**src/rtl/image_streamer.sv**
```systemverilog
// Streams a region of the image buffer onto the layers image bus under val/rdy flow control.
// Optional feature: define IMG_STREAMER_REPEAT_EN to stream the region REP+1 times per START.
module image_streamer #(
  parameter int CFG_DWIDTH = 32,
  parameter int CFG_AWIDTH = 5,
  parameter int GROUP_NB   = 4,
  parameter int IMG_WIDTH  = 16,
  parameter int BUF_AWIDTH = 12
) (
  input  logic                          clk,
  input  logic                          rst,
  input  logic [CFG_DWIDTH-1:0]         cfg_data,
  input  logic [CFG_AWIDTH-1:0]         cfg_addr,
  input  logic                          cfg_valid,
  output logic                          buf_rd_en,
  output logic [BUF_AWIDTH-1:0]         buf_rd_addr,
  input  logic [GROUP_NB*IMG_WIDTH-1:0] buf_rd_data,
  output logic [GROUP_NB*IMG_WIDTH-1:0] image_bus,
  output logic                          image_last,
  output logic                          image_val,
  input  logic                          image_rdy,
  output logic                          busy,
  output logic                          done
);
  localparam int DW = GROUP_NB * IMG_WIDTH;
  localparam int CW = BUF_AWIDTH + 1;
  localparam logic [CFG_AWIDTH-1:0] ADDR_BASE  = CFG_AWIDTH'(8'h10);
  localparam logic [CFG_AWIDTH-1:0] ADDR_LEN   = CFG_AWIDTH'(8'h11);
  localparam logic [CFG_AWIDTH-1:0] ADDR_START = CFG_AWIDTH'(8'h12);

  typedef enum logic [1:0] {S_IDLE = 2'd0, S_RUN = 2'd1, S_DRAIN = 2'd2} state_t;

  state_t                state_q, state_d;
  logic [BUF_AWIDTH-1:0] base_q, len_dummy_unused_s;
  logic [CW-1:0]         len_q;
  logic [BUF_AWIDTH-1:0] rd_ptr_q, rd_ptr_d;
  logic [CW-1:0]         rd_cnt_q, rd_cnt_d;
  logic                  busy_q, busy_d;
  logic                  done_q, done_d;
  logic                  inflight_q, inflight_last_q;
  logic [DW-1:0]         fifo_data_q [2];
  logic [1:0]            fifo_last_q;
  logic                  fifo_wr_q, fifo_rd_q;
  logic [1:0]            fifo_cnt_q;
  logic                  start_s, pop_s, rd_en_s, unused_s;
  logic [2:0]            occ_s;
`ifdef IMG_STREAMER_REPEAT_EN
  logic [BUF_AWIDTH-1:0] act_base_q, act_base_d;
  logic [CW-1:0]         act_len_q, act_len_d;
  logic [15:0]           rep_q, rep_d;
`endif

  assign unused_s           = ^cfg_data;
  assign len_dummy_unused_s = base_q;
  assign start_s = cfg_valid && (cfg_addr == ADDR_START);
  assign pop_s   = (fifo_cnt_q != 2'd0) && image_rdy;
  // Occupancy counts the slot freed by this cycle's pop so a full-rate stream keeps one read in flight.
  assign occ_s   = {1'b0, fifo_cnt_q} + {2'b00, inflight_q} - {2'b00, pop_s};
  assign rd_en_s = (state_q == S_RUN) && (rd_cnt_q != CW'(0)) && (occ_s < 3'd2);

  // Configuration register file
  always_ff @(posedge clk) begin
    if (!rst) begin
      base_q <= '0;
      len_q  <= '0;
    end else if (cfg_valid) begin
      if (cfg_addr == ADDR_BASE) begin
        base_q <= cfg_data[BUF_AWIDTH-1:0];
      end else if (cfg_addr == ADDR_LEN) begin
        len_q <= cfg_data[CW-1:0];
      end
    end
  end

  // Control state register
  always_ff @(posedge clk) begin
    if (!rst) begin
      state_q  <= S_IDLE;
      rd_ptr_q <= '0;
      rd_cnt_q <= '0;
      busy_q   <= 1'b0;
      done_q   <= 1'b0;
`ifdef IMG_STREAMER_REPEAT_EN
      act_base_q <= '0;
      act_len_q  <= '0;
      rep_q      <= '0;
`endif
    end else begin
      state_q  <= state_d;
      rd_ptr_q <= rd_ptr_d;
      rd_cnt_q <= rd_cnt_d;
      busy_q   <= busy_d;
      done_q   <= done_d;
`ifdef IMG_STREAMER_REPEAT_EN
      act_base_q <= act_base_d;
      act_len_q  <= act_len_d;
      rep_q      <= rep_d;
`endif
    end
  end

  // Next-state logic: start decode, read sequencing and drain completion
  always_comb begin
    state_d  = state_q;
    rd_ptr_d = rd_ptr_q;
    rd_cnt_d = rd_cnt_q;
    busy_d   = busy_q;
    done_d   = 1'b0;
`ifdef IMG_STREAMER_REPEAT_EN
    act_base_d = act_base_q;
    act_len_d  = act_len_q;
    rep_d      = rep_q;
`endif
    case (state_q)
      S_IDLE: begin
        if (start_s && (len_q != CW'(0))) begin
          state_d  = S_RUN;
          rd_ptr_d = base_q;
          rd_cnt_d = len_q;
          busy_d   = 1'b1;
`ifdef IMG_STREAMER_REPEAT_EN
          act_base_d = base_q;
          act_len_d  = len_q;
          rep_d      = cfg_data[15:0];
`endif
        end else begin
          state_d = S_IDLE;
        end
      end
      S_RUN: begin
        if (rd_en_s) begin
          rd_ptr_d = rd_ptr_q + BUF_AWIDTH'(1);
          rd_cnt_d = rd_cnt_q - CW'(1);
          if (rd_cnt_q == CW'(1)) begin
`ifdef IMG_STREAMER_REPEAT_EN
            if (rep_q != 16'd0) begin
              rd_ptr_d = act_base_q;
              rd_cnt_d = act_len_q;
              rep_d    = rep_q - 16'd1;
            end else begin
              state_d = S_DRAIN;
            end
`else
            state_d = S_DRAIN;
`endif
          end else begin
            state_d = S_RUN;
          end
        end else begin
          state_d = S_RUN;
        end
      end
      S_DRAIN: begin
        // The final beat is the only thing left once nothing is in flight and one entry remains.
        if (pop_s && (fifo_cnt_q == 2'd1) && !inflight_q) begin
          state_d = S_IDLE;
          busy_d  = 1'b0;
          done_d  = 1'b1;
        end else begin
          state_d = S_DRAIN;
        end
      end
      default: begin
        state_d = S_IDLE;
        busy_d  = 1'b0;
      end
    endcase
  end

  // Read-latency tracking and two-entry output FIFO
  always_ff @(posedge clk) begin
    if (!rst) begin
      inflight_q      <= 1'b0;
      inflight_last_q <= 1'b0;
      fifo_data_q[0]  <= '0;
      fifo_data_q[1]  <= '0;
      fifo_last_q     <= 2'b00;
      fifo_wr_q       <= 1'b0;
      fifo_rd_q       <= 1'b0;
      fifo_cnt_q      <= 2'd0;
    end else begin
      inflight_q      <= rd_en_s;
      inflight_last_q <= rd_en_s && (rd_cnt_q == CW'(1));
      if (inflight_q) begin
        fifo_data_q[fifo_wr_q] <= buf_rd_data;
        fifo_last_q[fifo_wr_q] <= inflight_last_q;
        fifo_wr_q              <= ~fifo_wr_q;
      end
      if (pop_s) begin
        fifo_rd_q <= ~fifo_rd_q;
      end
      fifo_cnt_q <= fifo_cnt_q + {1'b0, inflight_q} - {1'b0, pop_s};
    end
  end

  assign buf_rd_en   = rd_en_s;
  assign buf_rd_addr = rd_ptr_q;
  assign image_val   = (fifo_cnt_q != 2'd0);
  assign image_bus   = fifo_data_q[fifo_rd_q];
  assign image_last  = fifo_last_q[fifo_rd_q];
  assign busy        = busy_q;
  assign done        = done_q;
endmodule

```
**config.mk**
```make
export PLATFORM = sky130hd
export DESIGN_NAME = image_streamer
export DESIGN_NICKNAME = d
export VERILOG_FILES = /design/src/rtl/image_streamer.sv
export SDC_FILE = /design/constraint.sdc
export NUM_CORES = 1
export LEC_CHECK = 0
export BUFFER_PORTS_ARGS = -buffer_cell sky130_fd_sc_hd__buf_4
export CAP_MARGIN = 20
export CORE_ASPECT_RATIO = 0.8
export CORE_MARGIN = 5
export CORE_UTILIZATION = 55
export DETAILED_ROUTE_END_ITERATION = 6
export PLACE_DENSITY_LB_ADDON = 0.2
export SLEW_MARGIN = 10
export SYNTH_ARGS = -nofsm -noshare
export SYNTH_HDL_FRONTEND = slang
export SYNTH_SLANG_ARGS = --single-unit
```
**constraint.sdc**
```tcl
create_clock -name clk -period 5 [get_ports clk]
set_clock_uncertainty 0.1 [all_clocks]
set_input_delay 1 -clock clk [delete_from_list [all_inputs] [get_ports clk]]
set_output_delay 1 -clock clk [all_outputs]
set_load 0.01 [all_outputs]
```
==> flow_summary.toml <==
[outcome]
status = "completed"

[synth]
synth.top_cell.area_share = 0.4470
avgSynthCellArea_um2 = 12.15
yosysUniqueCellTypes = 64
synth_warnings = 0
synth_ff_type = "edfxtp_1"
async_flop_share = 0
ys_seq_area_frac = 0.5936
synthCells = 708
ys_ff_latch = 191
synth_area_leaders = "edfxtp_1 45%, dfxtp_1 15%, and2_1 9.4%"
syn_area_mm2 = 0.008599
synth_top_cell_by_area = "edfxtp_1"
synth.net_count = 819
synth_edf_count = 128

[detailed_routing]
dr.pass1.iters = 6
via_per_inst = 5.522
ant_nets = 0
drt-initial-drc-count = 467
totalWireLength_um = 18740
vias = 5958
drc = 0
wire_per_inst_um = 17.37

[worst_setup_path]
rrSetupSlack_ns = 2.12
critPathMostFrequentCell = "buf_4"
critPathLaunchType = "input pin"
cp_max_fo = 7
critPathBufInv = 3
end_kind = "output pin"
critPathTopFamily = "simple AND/OR/NAND/NOR gates"
critPathArrivalTime_ns = 2.71
worst_ep_required_time_ns = 3.90
path_class = "input pin to output pin"
cp_cell_sequence = "buf_4, nand2_1, mux2i_1, ha_1, inv_1, fa_1, xnor2_1, nand3_1, nor2_1, buf_4"
cp-startpoint = "image_rdy"
r2r-start = "fifo_cnt_q[1]"
slowest_stage = "fa_1"
cpPeakStageDelay_ns = 0.37

[clock_tree]
numCtsBuffers = 17
tritoncts = "built"
cts_root_buf = "clkbuf_16"
cts_num_sinks = 191
post_cts_buffers = 0
cts-resized-gates = 0
htree_levels = 4
cts.clk_slew.worst_paths_ns = 0.07
ctsHoldBuffers = 0
cts_buffer_depth = 2
clkLatencyLatePin_ns = 0.44

[power]
p_leak_nw = 4.222
p_sw_frac = 0.2150
powerDensity_mw_per_mm2 = 301.7
switching_power_mw = 0.6852
vdd_ir_drop_max_v = 0.0002821
seqPwrFrac = 0.541
intPower_mw = 2.503
finalPower_mw = 3.188
combPwrFrac = 0.051
power_frac_clock = 0.408

[global_routing]
use_met3 = 0.06396
gr-usage-all-layers = 0.2066
grt_pass1_vias = 5843
grt_pass1_wl_um = 29570
use_met2 = 0.3249
met1_usage = 0.2847
grt_max_degree = 66
antenna_found_initial = 0
grt_overflow = 0
top_usage_layer = "met2"

[finish]
layout_commonest_cell = "buf_4"
nets = 967
layoutNonFillerInstCount = 1079
final_area_mm2 = 0.01057
fin_util = 0.6969
final_cell_mix = "170 x buf_4, 129 x and2_1, 128 x edfxtp_1, 66 x mux2_2, 62 x dfxtp_1"
layout-drive-gt1-share = 0.3383
num_antenna_cells = 0
synthToLayoutAreaGrowth_pct = 22.89

[hold_path]
holdCritStartpoint = "rd_cnt_q[8]"
hp-class = "flop to flop"

[timing]
worst_hold_slack_ns = 0.3582
finalMaxSlewViolations = 0
min_period_over_period = 0.7618
worst_slew_pin_slew_ns = 1.051
fin_ws_ns = 1.191
setup_viol = 0
rsz0062_at_grt = "false"
fin_tns_setup_ns = 0
hold_viol_final = 0
fmax_mhz = 262.5
slew_headroom = 0.2992
finalCriticalPeriod_ns = 3.809

[die]
rows = 40
die_area_mm2 = 0.01825
die_x_um = 149.8
core-area_mm2 = 0.01516
start_util = 0.5671
pin_count = 186
die_h_um = 121.8

[place]
finalWeightedCongestion = 0.8024
postPlaceCellArea_mm2 = 0.009997
preCtsSetupSlack_ns = 1.204
io_buffer_count = 166
dpl.cell_count = 1047
dp_hpwl_um = 12330

[job]
cap_violations = 0
## registers in the layout, indices dropped and copies added, names as in the netlist, named ones only
signal / count
done: 1
inflight_last_q: 1
busy: 1
fifo_data_q: 128
len_q: 13
base_q: 12
inflight_q: 1
buf_rd_addr: 12
fifo_cnt_q: 2
fifo_wr_q: 1
state_q: 2
fifo_last_q: 2
rd_cnt_q: 13
fifo_rd_q: 1
## synth_stat cells, types with 3 or more instances
cell type / number
buf_6: 4
and3_1: 4
dfxtp_1: 63
o31ai_1: 4
nor3_1: 7
mux2_2: 66
a21oi_1: 26
and2_1: 129
inv_1: 6
nor2b_1: 6
edfxtp_1: 128
ha_1: 5
o21ai_0: 6
clkbuf_1: 34
o21ai_1: 4
nand3_1: 14
a31oi_1: 3
a32oi_1: 3
o21ai_2: 4
o32ai_1: 3
mux2i_1: 26
nand4_1: 4
nor2_1: 47
nor4_1: 5
nand2_1: 48
nand2b_1: 5
## tightest hold or removal path, cell delays in order (launching register included)
cell	delay, ns
dfxtp_1	0.32
o21ai_2	0.05
a21boi_1	0.05
## routing by layer
layer / vias up / share of wire
met5: - / 0
met4: 0 / 0.0074
met3: 12 / 0.096
met2: 245 / 0.46
met1: 2868 / 0.43
li1: 2833 / -
## worst paths after layout
kind                                        to  depth (start not counted)
worst max-delay path                 buf_rd_en                         10
worst min-delay path               rd_cnt_q[8]                          2
worst max register to register  buf_rd_addr[0]                         10
worst min register to register     rd_cnt_q[8]                          2
## cells by family after synthesis
kind of cell | count (synthesis) | synth area share
flops | 191 | 0.5936
xor+xnor | 3 | 0.003056
compound gates | 81 | 0.06766
mux | 92 | 0.1167
simple gates | 286 | 0.1823
fa+ha+maj | 6 | 0.009603
buf+inv | 49 | 0.02706
## power groups by stage
stage | combinational [mW] | sequential (mW) | clock (mW)
after floorplan | 0.0602 | 1.76 | 0
after global placement | 0.159 | 1.76 | 0
after detailed placement | 0.164 | 1.76 | 0
after CTS | 0.165 | 1.73 | 1.32
after global routing | 0.176 | 1.73 | 1.38
final | 0.163 | 1.73 | 1.30
## cell type report
cell class | instances | area (µm²)
clock buffer | 19 | 454.2
timing repair buffer | 172 | 1315
fill | 1049 | 4597
tap | 210 | 262.8
multi-input combinational | 468 | 3291
clock inverter | 13 | 116.4
inverter | 6 | 22.52
sequential | 191 | 5106
No activity file was read; power rests on OpenSTA's default activity.
